==> src/rtl/div_pkg.sv <==
// Shared types and sizing for the multicycle integer divider.
package div_pkg;

    localparam int unsigned DIV_WIDTH = 32;
    localparam int unsigned DIV_ITERS = DIV_WIDTH;

    typedef enum logic [1:0] {
        IDLE = 2'd0,
        RUN  = 2'd1,
        DONE = 2'd2
    } div_state_e;

endpackage

==> src/rtl/div_if.sv <==
// Request/response bundle between a divider client (master) and div_unit (slave).
interface div_if #(
    parameter int unsigned WIDTH = 32
);

    logic             start;
    logic [WIDTH-1:0] dividend;
    logic [WIDTH-1:0] divisor;
    logic [WIDTH-1:0] quotient;
    logic [WIDTH-1:0] remainder;
    logic             busy;
    logic             ready;
    logic             exception;

    modport master (
        output start, dividend, divisor,
        input  quotient, remainder, busy, ready, exception
    );

    modport slave (
        input  start, dividend, divisor,
        output quotient, remainder, busy, ready, exception
    );

endinterface

==> src/rtl/div_step.sv <==
// One combinational restoring-division iteration on magnitudes.
module div_step #(
    parameter int unsigned WIDTH = 32
) (
    input  logic [WIDTH-1:0] p,
    input  logic [WIDTH-1:0] a,
    input  logic [WIDTH-1:0] d,
    output logic [WIDTH-1:0] p_next,
    output logic [WIDTH-1:0] a_next
);

    logic [WIDTH:0] shifted;
    logic [WIDTH:0] trial;

    // p < d always holds, so the shifted value minus d fits WIDTH+1 signed bits.
    assign shifted = {p, a[WIDTH-1]};
    assign trial   = shifted - {1'b0, d};

    assign p_next = trial[WIDTH] ? shifted[WIDTH-1:0] : trial[WIDTH-1:0];
    assign a_next = {a[WIDTH-2:0], ~trial[WIDTH]};

endmodule

==> src/rtl/div_unit.sv <==
// Multicycle restoring divider: one iteration per clock, divide-by-zero flagged.
// Define DIV_SIGNED_EN for two's-complement signed division; unsigned otherwise.
module div_unit
    import div_pkg::*;
#(
    parameter int unsigned WIDTH = DIV_WIDTH
) (
    input  logic clock,
    input  logic reset_n,
    div_if.slave bus
);

    localparam int unsigned CW = $clog2(WIDTH) + 1;

    div_state_e       state;
    logic [CW-1:0]    count;
    logic [WIDTH-1:0] p;
    logic [WIDTH-1:0] a;
    logic [WIDTH-1:0] d;
    logic             q_neg;
    logic             r_neg;

    logic [WIDTH-1:0] p_next;
    logic [WIDTH-1:0] a_next;
    logic [WIDTH-1:0] dvd_mag;
    logic [WIDTH-1:0] dvs_mag;
    logic             dvd_sign;
    logic             dvs_sign;
    logic             div_zero;
    logic             last_step;

    assign div_zero  = ~|bus.divisor;
    assign last_step = (count == CW'(WIDTH - 1));

`ifdef DIV_SIGNED_EN
    assign dvd_sign = bus.dividend[WIDTH-1];
    assign dvs_sign = bus.divisor[WIDTH-1];
    // The magnitude of the most negative value is representable as unsigned.
    assign dvd_mag  = dvd_sign ? (~bus.dividend + 1'b1) : bus.dividend;
    assign dvs_mag  = dvs_sign ? (~bus.divisor + 1'b1) : bus.divisor;
`else
    assign dvd_sign = 1'b0;
    assign dvs_sign = 1'b0;
    assign dvd_mag  = bus.dividend;
    assign dvs_mag  = bus.divisor;
`endif

    div_step #(
        .WIDTH (WIDTH)
    ) u_step (
        .p      (p),
        .a      (a),
        .d      (d),
        .p_next (p_next),
        .a_next (a_next)
    );

    always_ff @(posedge clock or negedge reset_n) begin
        if (!reset_n) begin
            state         <= IDLE;
            count         <= '0;
            p             <= '0;
            a             <= '0;
            d             <= '0;
            q_neg         <= 1'b0;
            r_neg         <= 1'b0;
            bus.quotient  <= '0;
            bus.remainder <= '0;
            bus.busy      <= 1'b0;
            bus.ready     <= 1'b0;
            bus.exception <= 1'b0;
        end else begin
            unique case (state)
                IDLE, DONE: begin
                    bus.ready <= 1'b0;
                    if (bus.start) begin
                        if (div_zero) begin
                            state         <= DONE;
                            bus.exception <= 1'b1;
                            bus.quotient  <= '0;
                            bus.remainder <= '0;
                            bus.ready     <= 1'b1;
                        end else begin
                            state         <= RUN;
                            a             <= dvd_mag;
                            d             <= dvs_mag;
                            p             <= '0;
                            count         <= '0;
                            q_neg         <= dvd_sign ^ dvs_sign;
                            r_neg         <= dvd_sign;
                            bus.exception <= 1'b0;
                            bus.busy      <= 1'b1;
                        end
                    end else begin
                        state <= IDLE;
                    end
                end
                RUN: begin
                    p     <= p_next;
                    a     <= a_next;
                    count <= count + 1'b1;
                    if (last_step) begin
                        state         <= DONE;
                        bus.quotient  <= q_neg ? (~a_next + 1'b1) : a_next;
                        bus.remainder <= r_neg ? (~p_next + 1'b1) : p_next;
                        bus.busy      <= 1'b0;
                        bus.ready     <= 1'b1;
                    end
                end
                default: begin
                    state     <= IDLE;
                    bus.busy  <= 1'b0;
                    bus.ready <= 1'b0;
                end
            endcase
        end
    end

endmodule

==> src/flat_wrapper.sv <==
// flat-port wrapper written by rule: the top's interface ports become plain ports
module div_unit_flat import div_pkg::*;
#(
    parameter int unsigned WIDTH = DIV_WIDTH
)
  (clock, reset_n, bus_start, bus_dividend, bus_divisor, bus_quotient, bus_remainder, bus_busy, bus_ready, bus_exception);
  div_if #(.WIDTH(WIDTH)) bus_i ();
  input  logic clock;
  input  logic reset_n;
  input wire logic [$bits(bus_i.start)-1:0] bus_start;
  input wire logic [$bits(bus_i.dividend)-1:0] bus_dividend;
  input wire logic [$bits(bus_i.divisor)-1:0] bus_divisor;
  output wire logic [$bits(bus_i.quotient)-1:0] bus_quotient;
  output wire logic [$bits(bus_i.remainder)-1:0] bus_remainder;
  output wire logic [$bits(bus_i.busy)-1:0] bus_busy;
  output wire logic [$bits(bus_i.ready)-1:0] bus_ready;
  output wire logic [$bits(bus_i.exception)-1:0] bus_exception;
  assign bus_i.start = bus_start;
  assign bus_i.dividend = bus_dividend;
  assign bus_i.divisor = bus_divisor;
  assign bus_quotient = bus_i.quotient;
  assign bus_remainder = bus_i.remainder;
  assign bus_busy = bus_i.busy;
  assign bus_ready = bus_i.ready;
  assign bus_exception = bus_i.exception;
  div_unit #(.WIDTH(WIDTH)) u_core (.clock(clock), .reset_n(reset_n), .bus(bus_i));
endmodule
==> config.mk <==
export PLATFORM = sky130hd
export DESIGN_NAME = div_unit_flat
export DESIGN_NICKNAME = d
export VERILOG_FILES = /design/src/rtl/div_pkg.sv /design/src/rtl/div_if.sv /design/src/rtl/div_step.sv /design/src/rtl/div_unit.sv /design/src/flat_wrapper.sv
export SDC_FILE = /design/constraint.sdc
export NUM_CORES = 1
export LEC_CHECK = 0
export BUFFER_PORTS_ARGS = -buffer_cell sky130_fd_sc_hd__buf_4
export CAP_MARGIN = 5
export CELL_PAD_IN_SITES_DETAIL_PLACEMENT = 0
export CELL_PAD_IN_SITES_GLOBAL_PLACEMENT = 1
export CORE_MARGIN = 5
export CORE_UTILIZATION = 39
export CTS_CLUSTER_SIZE = 24
export DETAILED_ROUTE_END_ITERATION = 16
export GPL_ROUTABILITY_DRIVEN = 0
export MAX_ROUTING_LAYER = met4
export PLACE_DENSITY_LB_ADDON = 0.1
export REMOVE_ABC_BUFFERS = 1
export SLEW_MARGIN = 20
export SYNTH_ARGS = -nofsm -noshare
export SYNTH_HDL_FRONTEND = slang
export SYNTH_SLANG_ARGS = --single-unit
==> constraint.sdc <==
create_clock -name clock -period 2.9 [get_ports clock]
set_clock_uncertainty 0.15 [all_clocks]
set_input_delay 0.87 -clock clock [delete_from_list [all_inputs] [get_ports clock]]
set_output_delay 0.87 -clock clock [all_outputs]
set_load 0.1 [all_outputs]
==> results of run 1 <==
[path summary, 6_finish.rpt]
kind | from | endpoint | slack (ps)
setup / recovery | u_core.a[31]$_DFFE_PN0P_ | u_core.bus.remainder[15]$_DFFE_PN0P_ | -90
hold / removal | reset_n | u_core.p[7]$_DFFE_PN0P_ | 180
setup reg to reg | u_core.a[31]$_DFFE_PN0P_ | u_core.bus.remainder[15]$_DFFE_PN0P_ | -90
hold reg to reg | u_core.a[1]$_DFFE_PN0P_ | u_core.a[1]$_DFFE_PN0P_ | 330
max in group asynchronous | reset_n | u_core.p[23]$_DFFE_PN0P_ | 1720
min in group clock | u_core.a[1]$_DFFE_PN0P_ | u_core.a[1]$_DFFE_PN0P_ | 330
[registers in the layout (all words and copies together) (netlist names)]
register              count
u_core.bus.quotient      32
u_core.count              6
u_core.d                 32
u_core.bus.remainder     32
u_core.bus.exception      1
u_core.p                 32
u_core.a                 32
u_core.state              1
u_core.bus.busy           1
u_core.bus.ready          1
[final cells by class]
| class | instances | area, um^2 |
|---|---|---|
| clock inverter | 15 | 202.7 |
| tap | 280 | 350.3 |
| sequential | 170 | 4254 |
| timing repair buffer | 250 | 2031 |
| clock buffer | 17 | 425.4 |
| inverter | 42 | 157.7 |
| fill | 2062 | 10010 |
| multi-input combinational | 674 | 4327 |
[cell usage after synthesis, drive strengths merged, types with 2 or more instances]
master	n
a21o	15
o21a	4
clkbuf	37
a32o	2
a311oi	3
inv	42
xor2	11
o211ai	4
dfrtp	170
xnor2	23
a31o	2
nor2b	6
nor2	38
ha	33
o221ai	3
o21bai	3
o21ai	166
buf	6
o2111ai	4
nand3	7
and4	2
nor4	9
nand2b	6
nand4	12
mux2i	49
a21oi	38
nor3	8
nand2	202
a31oi	5
a211oi	6
[critical path: stages, from the launching register on]
cell and delay, ps:
sky130_fd_sc_hd__dfrtp_1 380, sky130_fd_sc_hd__inv_1 60, sky130_fd_sc_hd__ha_2 170, sky130_fd_sc_hd__inv_2 40, sky130_fd_sc_hd__fa_2 350, sky130_fd_sc_hd__a211oi_2 220
sky130_fd_sc_hd__o21ai_2 100, sky130_fd_sc_hd__o211ai_2 200, sky130_fd_sc_hd__nand3_2 130, sky130_fd_sc_hd__a21oi_4 160, sky130_fd_sc_hd__buf_6 140, sky130_fd_sc_hd__xnor2_4 190
sky130_fd_sc_hd__buf_6 200, sky130_fd_sc_hd__buf_6 140, sky130_fd_sc_hd__buf_12 100, sky130_fd_sc_hd__nand2_4 60, sky130_fd_sc_hd__o21ai_2 120
[per-layer routing]
layer  vias to the layer above  wire length (um)  track usage
li1                       3670                 -            -
met1                      3557             11510       0.2772
met2                       122             11060       0.3091
met3                        25              1104      0.04023
met4                         0               320      0.05483
met5                         -                 0            -
[kinds of logic (layout without fill, tap and decap cells)]
| kind of cell | after synthesis | in the layout | synth area share |
|---|---|---|---|
| and+or+nand+nor | 294 | 294 | 0.1454 |
| AOI/OAI and AO/OA | 261 | 261 | 0.1766 |
| adders and majority gates | 34 | 34 | 0.05025 |
| xor gates and xnor gates | 34 | 35 | 0.03761 |
| buffers and inverters | 85 | 324 | 0.03819 |
| DFF | 170 | 170 | 0.4938 |
| muxes | 50 | 50 | 0.05823 |
[timing repair]
action / CTS / global route
gates resized for setup: 34 / 29
cloned: 1 / 0
setup buffers: 5 / 5
setup endpoints to repair: 66 / 75
hold buffers: 0 / 0
pin swaps: 9 / 9
[through the flow]
stage          hold slack, ps  setup WS, ps
2_1_floorplan           296.8         -4247
3_3_place_gp            313.7        -300.8
3_5_place_dp            316.7        -301.4
4_1_cts                 170.6        -169.4
5_1_grt                 190.6        -248.2
6_report                176.0        -94.59
==> summary.json, run 1 <==
{
  "cts_num_sinks": 170,
  "ctsHtreeMaxLevel": 4,
  "failed_checks": "setup timing",
  "postLayoutCellArea_um2": 11750,
  "fin_cells": 1448,
  "worst_slew_pin_slew_ps": 560.4,
  "number_of_synthesized_flops_with_an_enable_pin": 0,
  "max_slew_vio_count": 0,
  "syn2layout_area_growth_pct": 36.35,
  "grt.overflow.total": 0,
  "synth_top_area_share": 0.4938,
  "final_hold_viol_count": 0,
  "grt_setup_unrepaired": "yes",
  "postSynthCellCount": 928,
  "cts-root-buf": "sky130_fd_sc_hd__clkbuf_16",
  "final_core_utilization": 0.5400,
  "placement_rows": 54,
  "critical_path_peak_fanout": 5,
  "dp_hpwl_mm": 17.42,
  "drt_initial_violations": 344,
  "grt_max_degree": 63,
  "detailroute.via_count": 7374,
  "hold_class": "in2async",
  "dr.pass1.iters": 4,
  "endpoint_kind": "flip-flop",
  "worst_case_setup_margin_in_the_final_layout_ps": -94.59,
  "timing.critical_path.from_type": "flip-flop",
  "ys_top_cells_by_area": "sky130_fd_sc_hd__dfrtp_1, sky130_fd_sc_hd__nand2_1, sky130_fd_sc_hd__o21ai_0, sky130_fd_sc_hd__mux2i_1, sky130_fd_sc_hd__ha_1",
  "final.period_utilization": 1.033,
  "grt_util_all_layers": 0.2025,
  "chipWidth_um": 158.6,
  "synthesis.area_per_instance_um2": 9.284,
  "io_buffers": 133,
  "cts.path.max_buffers": 2,
  "yosys.cell_types.count": 58,
  "synth-seq-cells": 170,
  "synth_area_um2": 8616,
  "placedInstanceArea_um2": 10720,
  "clk_transition_reported_paths_ps": 80,
  "postSynth.topFlopCell": "sky130_fd_sc_hd__dfrtp_1",
  "relSlewSlack": 0.6264,
  "fp.coreArea_um2": 21760,
  "clock.fmax_mhz": 333.9,
  "synthesis.yosys.warnings": 0,
  "global_route_wire_length_before_repair_mm": 39.04,
  "drv.max_cap_violation_count": 0,
  "worst-endpoint-arrival_ps": 3200,
  "fin_nets": 1256,
  "finalSetupTns_ps": -3053,
  "via_count_of_the_first_global_routing_pass": 7518,
  "drcViolationCount": 0,
  "post_synth_top_area_cell": "sky130_fd_sc_hd__dfrtp_1",
  "routed_wire_length_per_instance_um": 16.57,
  "clk-insertion-delay-late_ps": 430,
  "initial_antenna_violation_count": 0,
  "avgViaCountPerCell": 5.093,
  "effective_utilization_at_floorplan": 0.3960,
  "setup_viol": 57,
  "route.final.wire_length_mm": 24.00,
  "n_antenna_cell": 0,
  "layout.cells.most_common": "sky130_fd_sc_hd__buf_4",
  "ff2ff_path_depth": 16,
  "run_status": "complete, but fails checks",
  "clock_tree_from_tritoncts": "built",
  "die_area_um2": 25160,
  "path_class": "reg2reg",
  "place.detailed.instances": 1405,
  "timing.critical_path.required_ps": 3100,
  "drive_gt1_frac": 0.2979,
  "floorplan.io_pins": 134,
  "finalCriticalPeriod_ps": 2995,
  "numCtsBuffers": 17,
  "floorplan.die.height_um": 158.6,
  "ys_seq_area_frac": 0.4938,
  "synthArstFlopShare": 1.000,
  "commonest_non_fill_non_tap_cells_in_the_layout": "sky130_fd_sc_hd__buf_4, sky130_fd_sc_hd__nand2_1, sky130_fd_sc_hd__dfrtp_1",
  "route.antenna.remaining_nets": 0
}
Power of run 1 is not shown: default switching activity piles up to over one toggle a cycle in this logic, so the estimate is an artifact.
==> inputs of run 2 (changes only) <==
--- a/config.mk
+++ b/config.mk
@@ -14,8 +14,7 @@
 export CTS_CLUSTER_SIZE = 24
 export DETAILED_ROUTE_END_ITERATION = 16
 export GPL_ROUTABILITY_DRIVEN = 0
-export MAX_ROUTING_LAYER = met4
-export PLACE_DENSITY_LB_ADDON = 0.1
+export PLACE_DENSITY = 0.75
 export REMOVE_ABC_BUFFERS = 1
 export SLEW_MARGIN = 20
 export SYNTH_ARGS = -nofsm -noshare
==> run 2 against run 1 <==
The run still ends with setup timing left. Global-route usage fell by 1.3 points. Design area is essentially flat. Sequential cell count is the same. Largest cell class unchanged. Highest routed layer unchanged.
==> summary.json, run 2 (synthesis gave the netlist of run 1 again) <==
{
  "run_status": "complete, but fails checks",
  "failed_checks": "setup timing",
  "critical_path_peak_fanout": {"value": 6, "change": "+1"},
  "route.met2.wl": {"value": 10.81, "unit": "mm", "change": "-2.3%"},
  "r2r_setup_slack": {"value": -120, "unit": "ps", "change": "-30 ps"},
  "clk_transition_reported_paths": {"value": 70, "unit": "ps", "change": "about the same"},
  "critical_path.cell_chain": "inv_1 -> ha_2 -> inv_2 -> fa_2 -> a211oi_2 -> o21ai_2 -> o211ai_2 -> nand3_2 -> a21oi_4 -> buf_12 -> xnor2_4 -> buf_12 -> mux2i_1 -> buf_4 -> o21ai_1",
  "floorplan.io_pins": {"value": 134, "change": "unchanged"},
  "n_antenna_cell": {"value": 0, "change": "unchanged"},
  "ctsHtreeMaxLevel": {"value": 4, "change": "unchanged"},
  "worst_r2r_startpoint": "u_core.a[31]$_DFFE_PN0P_",
  "met3_length": {"value": 1.763, "unit": "mm", "change": "+60%"},
  "final.period_utilization": {"value": 1.043, "change": "+0.01011"},
  "global_route_wire_length_before_repair": {"value": 37.92, "unit": "mm", "change": "-2.9%"},
  "grt.overflow.total": {"value": 0, "change": "unchanged"},
  "worst-endpoint-arrival": {"value": 3180, "unit": "ps", "change": "-20 ps"},
  "fin_nets": {"value": 1245, "change": "-0.88%"},
  "hold_class": "in2async",
  "final_hold_viol_count": {"value": 0, "change": "unchanged"},
  "grt_util_all_layers": {"value": 0.1895, "change": "-0.01293"},
  "relSlewSlack": {"value": 0.5878, "change": "-0.03865"},
  "path_class": "reg2reg",
  "critical_path_cell_with_the_highest_stage_delay": "sky130_fd_sc_hd__dfrtp_1",
  "initial_antenna_violation_count": {"value": 0, "change": "unchanged"},
  "critPathBufInv": {"value": 5, "change": "-1"},
  "dr.pass1.iters": {"value": 5, "change": "+1"},
  "max_slew_vio_count": {"value": 0, "change": "unchanged"},
  "route.final.wire_length": {"value": 23.39, "unit": "mm", "change": "-2.5%"},
  "cp_top_family": "compound AO/OA/AOI/OAI gates",
  "cts-root-buf": "sky130_fd_sc_hd__clkbuf_16",
  "drive_gt1_frac": {"value": 0.2976, "change": "-0.0003674"},
  "maxUsedRoutingLayer": "met4",
  "critical_path.most_common_cell": "sky130_fd_sc_hd__buf_12",
  "die_area": {"value": 25160, "unit": "um^2", "change": "unchanged"},
  "pre_cts_ws": {"value": -277.7, "unit": "ps", "change": "+23.65 ps"},
  "timing.critical_path.from_type": "flip-flop",
  "finalCriticalPeriod": {"value": 3024, "unit": "ps", "change": "+29.33 ps"},
  "endpoint_kind": "flip-flop",
  "via_count_of_the_first_global_routing_pass": {"value": 7357, "change": "-2.1%"},
  "clock.fmax": {"value": 330.7, "unit": "MHz", "change": "-0.97%"},
  "worst_case_setup_margin_in_the_final_layout": {"value": -123.9, "unit": "ps", "change": "-29.33 ps"},
  "layout.cells.most_common": "sky130_fd_sc_hd__buf_4",
  "clock_tree_from_tritoncts": "built",
  "timing.critical_path.required": {"value": 3060, "unit": "ps", "change": "-40 ps"},
  "drcViolationCount": {"value": 0, "change": "unchanged"},
  "ff2ff_path_depth": {"value": 15, "change": "-1"},
  "syn2layout_area_growth": {"value": 36.28, "unit": "%", "change": "about the same"},
  "cts_num_sinks": {"value": 170, "change": "unchanged"},
  "dp_hpwl": {"value": 16.77, "unit": "mm", "change": "-3.7%"},
  "drt_initial_violations": {"value": 306, "change": "-11%"},
  "wl_met1": {"value": 10.57, "unit": "mm", "change": "-8.2%"},
  "grt_setup_unrepaired": "yes",
  "worst_r2r_endpoint": "u_core.bus.remainder[14]$_DFFE_PN0P_",
  "placement_rows": {"value": 54, "change": "unchanged"},
  "detailroute.via_count": {"value": 7298, "change": "-1.0%"},
  "drv.max_cap_violation_count": {"value": 0, "change": "unchanged"},
  "io_buffers": {"value": 133, "change": "unchanged"},
  "worst_slew_pin_slew": {"value": 618.3, "unit": "ps", "change": "+57.97 ps"},
  "fillers": {"value": 2019, "change": "-2.1%"},
  "chipWidth": {"value": 158.6, "unit": "um", "change": "unchanged"},
  "routed_wire_length_per_instance": {"value": 16.29, "unit": "um", "change": "-1.7%"},
  "cts_hold_buffers": {"value": 0, "change": "unchanged"},
  "effective_utilization_at_floorplan": {"value": 0.3960, "change": "unchanged"},
  "commonest_non_fill_non_tap_cells_in_the_layout": "sky130_fd_sc_hd__buf_4, sky130_fd_sc_hd__nand2_1, sky130_fd_sc_hd__dfrtp_1",
  "slowest_delay": {"value": 380, "unit": "ps", "change": "about the same"},
  "grt_max_degree": {"value": 54, "change": "-14%"},
  "fp.coreArea": {"value": 21760, "unit": "um^2", "change": "unchanged"},
  "cts.path.max_buffers": {"value": 2, "change": "unchanged"},
  "floorplan.die.height": {"value": 158.6, "unit": "um", "change": "unchanged"},
  "numCtsBuffers": {"value": 17, "change": "unchanged"},
  "setup_viol": {"value": 54, "change": "-5.3%"},
  "avgViaCountPerCell": {"value": 5.082, "change": "-0.20%"},
  "hold-worst-slack": {"value": 228.8, "unit": "ps", "change": "+52.81 ps"},
  "route.antenna.remaining_nets": {"value": 0, "change": "unchanged"},
  "clk-insertion-delay-late": {"value": 430, "unit": "ps", "change": "about the same"}
}
[run 2: metrics by stage]
stage | std cells | instance area [um^2] | setup TNS, ps | utilization
2_1_floorplan | 885 | 8444 | -526890 | -
4_1_cts | 1434 | 11480 | -10820 | 0.5275
6_report | 1436 | 11740 | -4415 | 0.5397
3_3_place_gp | 1396 | 10650 | -13930 | 0.4895
3_5_place_dp | 1396 | 10650 | -17570 | 0.4895
5_1_grt | 1436 | 11740 | -15780 | 0.5397
[run 2: worst max-delay path by stage]
stage / start / endpoint / slack, ps / cells past startpoint
after floorplan: bus_divisor[28] / u_core.p[31]$_DFFE_PN0P_ / -4250 / 6
after global placement: bus_divisor[9] / u_core.bus.remainder[15]$_DFFE_PN0P_ / -270 / 12
after detailed placement: bus_divisor[9] / u_core.bus.remainder[15]$_DFFE_PN0P_ / -280 / 12
after CTS: u_core.a[31]$_DFFE_PN0P_ / u_core.bus.remainder[13]$_DFFE_PN0P_ / -240 / 15
after global routing: u_core.a[31]$_DFFE_PN0P_ / u_core.bus.remainder[21]$_DFFE_PN0P_ / -310 / 15
final: u_core.a[31]$_DFFE_PN0P_ / u_core.bus.remainder[14]$_DFFE_PN0P_ / -120 / 15
[run 2: final cells by class]
type / instances / area (um^2) / area share
well taps: 280 / 350.3 / 0.02984
clock inverters: 14 / 210.2 / 0.01790
inverters: 42 / 157.7 / 0.01343
clock buffers: 17 / 425.4 / 0.03623
repair buffers: 239 / 1948 / 0.1659
flip-flops and latches: 170 / 4254 / 0.3623
multi-input cells: 674 / 4395 / 0.3744
[run 2: repair_timing]
item,CTS,global route
pin swaps,9,12
gates resized for setup,31,50
endpoints found under the setup margin,66,67
cloned,1,0
setup buffers,6,3
[run 2: metal layers]
metal | global-route usage | vias to the layer above
met5 | 0 | -
li1 | - | 3652
met1 | 0.2582 | 3472
met2 | 0.2956 | 155
met4 | 0.03940 | 0
met3 | 0.06524 | 19
Power of run 2 is left out for the same reason.
